`config.mk`:
```
export PLATFORM = sky130hd
export DESIGN_NAME = inst_loader
export DESIGN_NICKNAME = d
export VERILOG_FILES = /design/src/rtl/inst_loader.sv
export SDC_FILE = /design/constraint.sdc
export NUM_CORES = 1
export LEC_CHECK = 0
export CORE_MARGIN = 5
export CORE_UTILIZATION = 43
export DETAILED_ROUTE_END_ITERATION = 8
export PLACE_DENSITY = 0.82
export SLEW_MARGIN = 10
export SYNTH_ARGS = -nofsm -noshare
export SYNTH_HDL_FRONTEND = slang
export SYNTH_SLANG_ARGS = --single-unit
```
`constraint.sdc`:
```
create_clock -name clk_i -period 4.6 [get_ports clk_i]
set_input_delay 0.69 -clock clk_i [delete_from_list [all_inputs] [get_ports clk_i]]
set_output_delay 0.69 -clock clk_i [all_outputs]
set_load 0.01 [all_outputs]
```
`src/rtl/inst_loader.sv`:
```
// inst_loader: programs instruction memory from a valid/ready word stream.
// A request is range-checked on entry, then the loader strobes the base
// address once, streams words into the write-data port, pulses the PC reset
// and optionally launches the core.
module inst_loader #(
   parameter  int RegAddrWidth     = 32,
   parameter  int InstMemDepth     = 128,
   localparam int InstMemAddrWidth = $clog2(InstMemDepth)
) (
   input  logic                          clk_i,
   input  logic                          rst_i,
   input  logic                          clr_i,
   input  logic                          load_start_i,
   input  logic                          load_abort_i,
   input  logic [RegAddrWidth-1:0]       load_base_addr_i,
   input  logic [RegAddrWidth-1:0]       load_len_i,
   input  logic                          load_auto_start_i,
   input  logic [RegAddrWidth-1:0]       data_i,
   input  logic                          data_valid_i,
   output logic                          data_ready_o,
   output logic                          inst_wr_mode_o,
   output logic [RegAddrWidth-1:0]       inst_wr_addr_o,
   output logic                          inst_wr_addr_en_o,
   output logic [RegAddrWidth-1:0]       inst_wr_data_o,
   output logic                          inst_wr_data_en_o,
   output logic                          inst_pc_reset_o,
   output logic                          core_start_o,
   output logic                          busy_o,
   output logic                          done_o,
   output logic                          err_o,
   output logic [InstMemAddrWidth:0]     words_loaded_o
);

   typedef enum logic [2:0] {
      S_IDLE,
      S_SET_ADDR,
      S_STREAM,
      S_FINISH,
      S_START
   } state_e;

   // Depth widened by one bit so base+len can be compared without wrapping.
   localparam logic [RegAddrWidth:0]     DepthExt = (RegAddrWidth+1)'(InstMemDepth);
   localparam logic [InstMemAddrWidth:0] CntOne   = {{InstMemAddrWidth{1'b0}}, 1'b1};

   state_e                      state_q, state_d;
   logic [InstMemAddrWidth-1:0] base_q,  base_d;
   logic [InstMemAddrWidth:0]   len_q,   len_d;
   logic [InstMemAddrWidth:0]   cnt_q,   cnt_d;
   logic                        auto_q,  auto_d;
   logic                        err_q,   err_d;

   logic [RegAddrWidth:0]       base_ext;
   logic [RegAddrWidth:0]       len_ext;
   logic [RegAddrWidth:0]       end_ext;
   logic                        req_bad;
   logic                        xfer;
   logic                        last_word;

   // Request validation and stream handshake decode.
   always_comb begin
      base_ext  = {1'b0, load_base_addr_i};
      len_ext   = {1'b0, load_len_i};
      end_ext   = base_ext + len_ext;
      req_bad   = (load_len_i == '0) || (base_ext >= DepthExt) || (end_ext > DepthExt);
      xfer      = (state_q == S_STREAM) && data_valid_i;
      last_word = (cnt_q == (len_q - CntOne));
   end

   // State and request registers; clear behaves exactly like reset.
   always_ff @(posedge clk_i) begin
      // NOTE: sequential state uses non-blocking assignments only, so every
      // flop samples the pre-edge value of its _d regardless of statement order.
      if (rst_i || clr_i) begin
         state_q <= S_IDLE;
         base_q  <= '0;
         len_q   <= '0;
         cnt_q   <= '0;
         auto_q  <= 1'b0;
         err_q   <= 1'b0;
      end else begin
         state_q <= state_d;
         base_q  <= base_d;
         len_q   <= len_d;
         cnt_q   <= cnt_d;
         auto_q  <= auto_d;
         err_q   <= err_d;
      end
   end

   // Next-state and next-register computation.
   always_comb begin
      // NOTE: every variable gets a hold default first so no path leaves it
      // unassigned, which would otherwise infer a latch.
      state_d = state_q;
      base_d  = base_q;
      len_d   = len_q;
      cnt_d   = cnt_q;
      auto_d  = auto_q;
      err_d   = err_q;
      unique case (state_q)
         S_IDLE: begin
            if (load_start_i) begin
               if (req_bad) begin
                  err_d = 1'b1;
               end else begin
                  base_d  = load_base_addr_i[InstMemAddrWidth-1:0];
                  len_d   = load_len_i[InstMemAddrWidth:0];
                  auto_d  = load_auto_start_i;
                  err_d   = 1'b0;
                  cnt_d   = '0;
                  state_d = S_SET_ADDR;
               end
            end
         end
         S_SET_ADDR: begin
            state_d = load_abort_i ? S_IDLE : S_STREAM;
         end
         S_STREAM: begin
            // A word accepted alongside an abort is still written and counted.
            if (xfer) cnt_d = cnt_q + CntOne;
            if (load_abort_i)          state_d = S_IDLE;
            else if (xfer && last_word) state_d = S_FINISH;
         end
         S_FINISH: begin
            state_d = auto_q ? S_START : S_IDLE;
         end
         S_START: begin
            state_d = S_IDLE;
         end
         default: begin
            state_d = S_IDLE;
         end
      endcase
   end

   // Per-state output decode; write data passes through only on a transfer.
   always_comb begin
      data_ready_o      = 1'b0;
      inst_wr_mode_o    = 1'b0;
      inst_wr_addr_en_o = 1'b0;
      inst_wr_data_o    = '0;
      inst_wr_data_en_o = 1'b0;
      inst_pc_reset_o   = 1'b0;
      core_start_o      = 1'b0;
      done_o            = 1'b0;
      unique case (state_q)
         S_IDLE: begin
         end
         S_SET_ADDR: begin
            inst_wr_mode_o    = 1'b1;
            inst_wr_addr_en_o = 1'b1;
         end
         S_STREAM: begin
            inst_wr_mode_o    = 1'b1;
            data_ready_o      = 1'b1;
            inst_wr_data_en_o = xfer;
            if (xfer) inst_wr_data_o = data_i;
         end
         S_FINISH: begin
            inst_pc_reset_o = 1'b1;
            done_o          = 1'b1;
         end
         S_START: begin
            core_start_o = 1'b1;
         end
         default: begin
         end
      endcase
   end

   assign inst_wr_addr_o = {{(RegAddrWidth-InstMemAddrWidth){1'b0}}, base_q};
   assign busy_o         = (state_q != S_IDLE);
   assign err_o          = err_q;
   assign words_loaded_o = cnt_q;

endmodule

```
Yosys cells after proc, flatten, opt, wreduce, memory -nomap -nowiden
Index checks and enable logic that the tools add are counted.
{"block": "totals", "regBits": 28, "latchBits": 0, "ramBits": 0, "mem_bits_ro": 0, "input_bits": 103, "mem_count": 0}
{"block": "op_classes", "add_sub_neg": 3, "mul": 0, "div_mod_pow": 0, "magnitude_cmp": 2, "n_eq_ne": 9, "shifts": 0, "n_mux": 20, "bitwise": 1, "reduce_logical": 14}
{"cell": "$mux W32", "n": 2}
{"cell": "$add A32 B32 Y33", "n": 1}
{"cell": "$gt A33 B8 Y1 const B", "n": 1}
{"cell": "$ge A32 B8 Y1 const B", "n": 1}
{"cell": "$logic_not A32 Y1", "n": 1}
{"cell": "$mux W8", "n": 3}
{"cell": "$pmux W8 S2", "n": 1}
{"cell": "$mux W3", "n": 5}
{"cell": "$pmux W3 S4", "n": 1}
{"cell": "$add A8 B1 Y8 const B", "n": 1}
{"cell": "$eq A8 B8 Y1", "n": 1}
{"cell": "$sub A8 B1 Y8 const B", "n": 1}
{"cell": "$mux W1", "n": 7}
{"cell": "$eq A3 B2 Y1 const B", "n": 2}
{"cell": "$ne A2 B2 Y1 const B", "n": 3}
{"cell": "$reduce_and A3 Y1", "n": 2}
{"cell": "$reduce_and A4 Y1", "n": 1}
{"cell": "$eq A3 B1 Y1 const B", "n": 1}
{"cell": "$eq A3 B3 Y1 const B", "n": 1}
{"cell": "$logic_not A3 Y1", "n": 1}
{"cell": "$logic_or A1 B1 Y1", "n": 3}
{"cell": "$ne A3 B2 Y1 const B", "n": 1}
{"cell": "$reduce_bool A3 Y1", "n": 1}
{"cell": "$logic_and A1 B1 Y1", "n": 2}
{"cell": "other kinds (5)", "n": 5}

Longest topological paths before layout
{"block": "depth", "word_depth": 6, "depth_mapped": 14, "ltp_nobuf": 12}

Least setup slack after synthesis
Ideal clock, no wire load.
{"block": "synth_path", "path_type": "input port to flip-flop", "startpoint": "input load_base_addr_i[0]", "endpoint": "register base_q[0]", "arrival_time_ps": 3886, "path_slack_ps": 587, "path_stages": 14, "n_path_buf": 2, "path_cell_list": "ha_1 > fa_1 > nand3_2 > a211oi_4 > o31ai_1 > a211oi_2 > mux2i_1 > or4_1 > or4b_4 > nor4_4 > buf_6 > buf_12 > mux2i_1 > nor2_1"}
{"block": "synth_between", "elab_chain_len": 5, "word_cells_on_any_way": 7}
{"element": "start, declared", "line": "15", "text": "input logic [RegAddrWidth-1:0] load_base_addr_i,"}
{"element": "$add A32 B32 Y33 or $ge A32 B8 Y1 (tied branches)", "line": "64, 65"}
{"element": "$gt A33 B8 Y1 or $logic_or A1 B1 Y1 (tied branches)", "line": "65", "text": "req_bad = (load_len_i == '0) || (base_ext >= DepthExt) || (end_ext > DepthExt);"}
{"element": "$logic_or A1 B1 Y1", "line": "65"}
{"element": "$not A1 Y1 (no source line)"}
{"element": "$reduce_and A3 Y1 (no source line)"}
{"element": "end signal, assigned", "line": "83", "text": "base_q <= base_d;"}
{"element": "end, declared", "line": "47", "text": "logic [InstMemAddrWidth-1:0] base_q, base_d;"}
Several ways; a longest one is shown, not always the timed one.
A chain may end at the register's enable or synchronous reset.

Worst setup path in the final report
{"block": "layout_path", "startpoint": "input load_base_addr_i[3]", "endpoint": "register cnt_q[0] (netlist: words_loaded_o[0])"}
{"block": "layout_between", "elab_chain_len": 5, "word_cells_on_any_way": 7}
{"element": "$add A32 B32 Y33 or $ge A32 B8 Y1 (tied branches)", "line": "64, 65"}
{"element": "$gt A33 B8 Y1 or $logic_or A1 B1 Y1 (tied branches)", "line": "65"}
{"element": "$logic_or A1 B1 Y1 *", "line": "65"}
{"element": "$ne A2 B2 Y1 (no source line) *"}
{"element": "$reduce_and A4 Y1 (no source line) *"}
{"element": "end signal, assigned", "line": "85", "text": "cnt_q <= cnt_d;"}
{"element": "end, declared", "line": "49", "text": "logic [InstMemAddrWidth:0] cnt_q, cnt_d;"}
Mark *: on every way between the ends. The rest lies on a longest branch, timed or not.

==> results.toml <==
[setup_path]
timing.rr.start = "state_q[0]$_SDFFE_PP0P_"
path_cells = "clkdlybuf4s50_1 > ha_1 > a21oi_4 > o2bb2ai_1 > o211ai_1 > a21oi_1 > o41ai_1 > xor2_1 > o311ai_0 > nor4_4 > buf_12 > nor2_1 > o41ai_2"
crit_type = "in -> reg"
crit_path_max_incr_delay_ns = 0.44
crit_fanout = 20
ff2ff_setup_slack_ns = 1.42
cp.arrival_ns = 4.55
critPathLaunchType = "primary input"
cpMaxStageDelayCell = "clkdlybuf4s50_1"
worst_r2r_endpoint = "state_q[0]$_SDFFE_PP0P_"
end_kind = "flop"
cp.required_ns = 4.78
rr_worst_depth = 10

[worst_hold_path]
whs_path_depth = 1
holdPathEnd = "state_q[2]$_SDFFE_PP0P_"
worstHoldPathType = "reg -> reg"
hold_start = "auto_q$_SDFFE_PP0P_"

[route]
via_per_inst = 5.78
drcViolationCount = 0
wl_per_cell_um = 17.4
postRouteAntennaNets = 0
route.final.wire_length_um = 14700
drt_iter0_drc = 290
vias = 4897
dr.pass1.iters = 6

[logic_synthesis]
synth-adder-area-share = 0.109
synth_top_family_by_area = "simple AND/OR/NAND/NOR gates"
synth-simple-area-share = 0.331
muxShareOfSynthArea = 0.0589
ys_seq_area_frac = 0.137
synthArstFlopShare = 0
ys.flop_type = "dfxtp_1"
yosysWarnings = 0
ys_ff_latch = 28
avgSynthCellArea_um2 = 7.39
synth_edf_count = 0
synth_xor_area_frac = 0.0748
synth_cell_types = 71
synthCells = 554
synth_area_um2 = 4100
synth_compound_area_frac = 0.204

[floorplan]
core_area_um2 = 9280
start_util = 0.441
die-area_um2 = 11600
ioPinCount = 184
std_cell_rows = 35
die_w_um = 108
die_h_um = 108

[clock_network]
htreeDepth = 1
numCtsBuffers = 3
cts_setup_buffers = 0
clk_pin_slew_ns = 0.09
cts_sinks = 28
worstSkewPairLatency_ns = 0.28
cts.path.max_buffers = 2
cts_tree = "done"
cts-root-buf = "clkbuf_8"

[pwr]
power_density_nw_per_um2 = 147
leakage_nw = 2.37
p_comb_frac = 0.565
internal_power_w = 0.000531
pwr-share-clk = 0.154
finalPower_w = 0.000866
p_sw_w = 0.000335
ir_drop_v = 0.000109
seq_power_share = 0.280
p_sw_frac = 0.386

[cells_and_area]
fillers = 863
regArea_um2 = 561
drive_gt1_frac = 0.0627
synthToLayoutAreaGrowth_pct = 44.0
final_core_util = 0.635
final_nets = 858
antenna_cells = 0
stdcell_count = 847
multiInputGateArea_um2 = 3290

[global_routing]
globalRoute.totalOverflow = 0
grt_max_degree = 35
grt_pass1_wl_um = 22500
grt_use_total = 0.237
antenna_found_initial = 0
grt_pass1_vias = 4619

[placed_design]
dpl.cell_count = 844
hpwl_um = 12700
pre_cts_slack_ns = -0.0966
portBuffers = 158
gp_congestion = 0.944

[sta]
fin_setup_tns_ns = 0
rsz0062_at_grt = "no"
setup_viol = 0
fin_skew_ns = 0.00530
tightest_slew_ns = 0.823
hold_violations = 0
maxSlewViolCount = 0
fin_crit_sh = 0.949
period_needed_ns = 4.37
timing.final.ws_setup_ns = 0.235
slew-limit-headroom = 0.444
timing.fmax_mhz = 229

[run]
cap_viol_max_count = 0

[status]
status = "finished clean"
-- final cells by class --
class,count,share of cell area
clock buffers,3,0.00700
inverters,12,0.00764
multi-input cells,490,0.558
flip-flops and latches,28,0.0950
well taps,129,0.0274
repair buffers,185,0.305
-- state kept, by name, indices dropped and copies added (netlist names) --
register / count
state_q: 3
len_q: 8
base_q: 7
err_o: 1
auto_q: 1
words_loaded_o: 8
-- power by group through the flow --
stage | Sequential (W) | Combinational [W] | Clock (W)
final | 0.000243 | 0.000489 | 0.000134
after global routing | 0.000243 | 0.000530 | 0.000144
after CTS | 0.000243 | 0.000478 | 0.000135
after detailed placement | 0.000249 | 0.000475 | 0
after global placement | 0.000249 | 0.000471 | 0
after floorplan | 0.000249 | 0.000285 | 0
-- per-stage QoR --
stage / instance area, um^2 / hold slack, ns
6_report: 5900 / 0.480
5_1_grt: 5900 / 0.509
4_1_cts: 5880 / 0.482
3_5_place_dp: 5840 / 0.468
3_3_place_gp: 5840 / 0.465
2_1_floorplan: 4190 / 0.452
-- placed cells by master (no fill, tap or decap), types with 4 or more instances in the layout --
master / n
or4_1: 4
nand2b_1: 5
nor2_1: 55
or3_1: 7
mux2i_1: 23
nand2_1: 38
xnor2_1: 17
ha_1: 34
or2_2: 4
nor4_1: 26
nor3b_1: 6
nand3_1: 11
a21o_1: 5
a31oi_1: 4
o211ai_1: 7
conb_1: 25
a211oi_1: 4
buf_4: 26
clkdlybuf4s50_1: 158
nand4_1: 16
and3_1: 39
nor3_1: 12
o21bai_1: 4
o21a_1: 6
xor2_1: 18
dfxtp_1: 28
a21oi_1: 40
inv_1: 12
and2_1: 4
o21ai_0: 21
-- repair_timing --
action / 4_1_cts / 5_1_grt
hold buffers: 0 / 0
hold endpoints to repair: 0 / 0
gates resized for setup: 0 / 3
endpoints found under the setup margin: 0 / 9
-- Yosys cell counts, types with 4 or more instances --
library cell | count | area (um^2)
or3_1 | 7 | 43.8
o31ai_1 | 4 | 30.0
clkbuf_1 | 20 | 75.1
a211oi_1 | 4 | 30.0
inv_1 | 12 | 45.0
or2_2 | 4 | 25.0
nand4_1 | 16 | 100
nor3_1 | 12 | 60.1
a21oi_1 | 40 | 200
nand2_1 | 38 | 143
a31oi_1 | 4 | 25.0
nor3b_1 | 6 | 45.0
o21bai_1 | 4 | 30.0
ha_1 | 34 | 425
nor2_1 | 55 | 206
xnor2_1 | 17 | 149
and3_1 | 39 | 244
o21a_1 | 6 | 45.0
or4_1 | 4 | 30.0
o211ai_1 | 7 | 52.6
nand2b_1 | 5 | 31.3
nor4_1 | 26 | 163
xor2_1 | 18 | 158
and2_1 | 4 | 25.0
dfxtp_1 | 28 | 561
o21ai_0 | 21 | 105
nand3_1 | 11 | 55.1
buf_4 | 26 | 195
a21o_1 | 5 | 37.5
mux2i_1 | 23 | 230
-- per-layer routing --
layer	vias to the layer above	wire length, um	global-route usage
li1	2376	-	-
met1	2239	5340	0.255
met5	-	0	0
met3	36	1320	0.0390
met2	246	7630	0.457
met4	0	436	0.0866
-- worst max-delay path by stage --
stage,start,end,slack [ns],cells past startpoint
2_1_floorplan,load_base_addr_i[0],base_q[0]$_SDFFE_PP0P_,0.59,14
3_3_place_gp,load_base_addr_i[0],words_loaded_o[7]$_SDFFE_PP0P_,0.0002,14
3_5_place_dp,load_base_addr_i[0],words_loaded_o[2]$_SDFFE_PP0P_,-0.1,14
4_1_cts,load_base_addr_i[0],words_loaded_o[0]$_SDFFE_PP0P_,0.17,14
5_1_grt,load_base_addr_i[5],words_loaded_o[0]$_SDFFE_PP0P_,0.003,13
6_report,load_base_addr_i[3],words_loaded_o[0]$_SDFFE_PP0P_,0.23,13
-- cells by family (layout without fill, tap and decap cells) --
kind of cell	after synthesis	after routing
buf+inv	60	200
fa+ha+maj	35	35
compound gates	125	125
flops	28	28
xor+xnor	35	35
other cells	1	25
simple gates	246	246
mux	24	24
-- critical path: cells and delay by family --
family	cells	cell delay, ns
compound gates	7	2.09
xor+xnor	1	0.26
fa+ha+maj	1	0.40
buf+inv	2	0.66
simple gates	2	0.45
(Power assumes the default switching activity.)
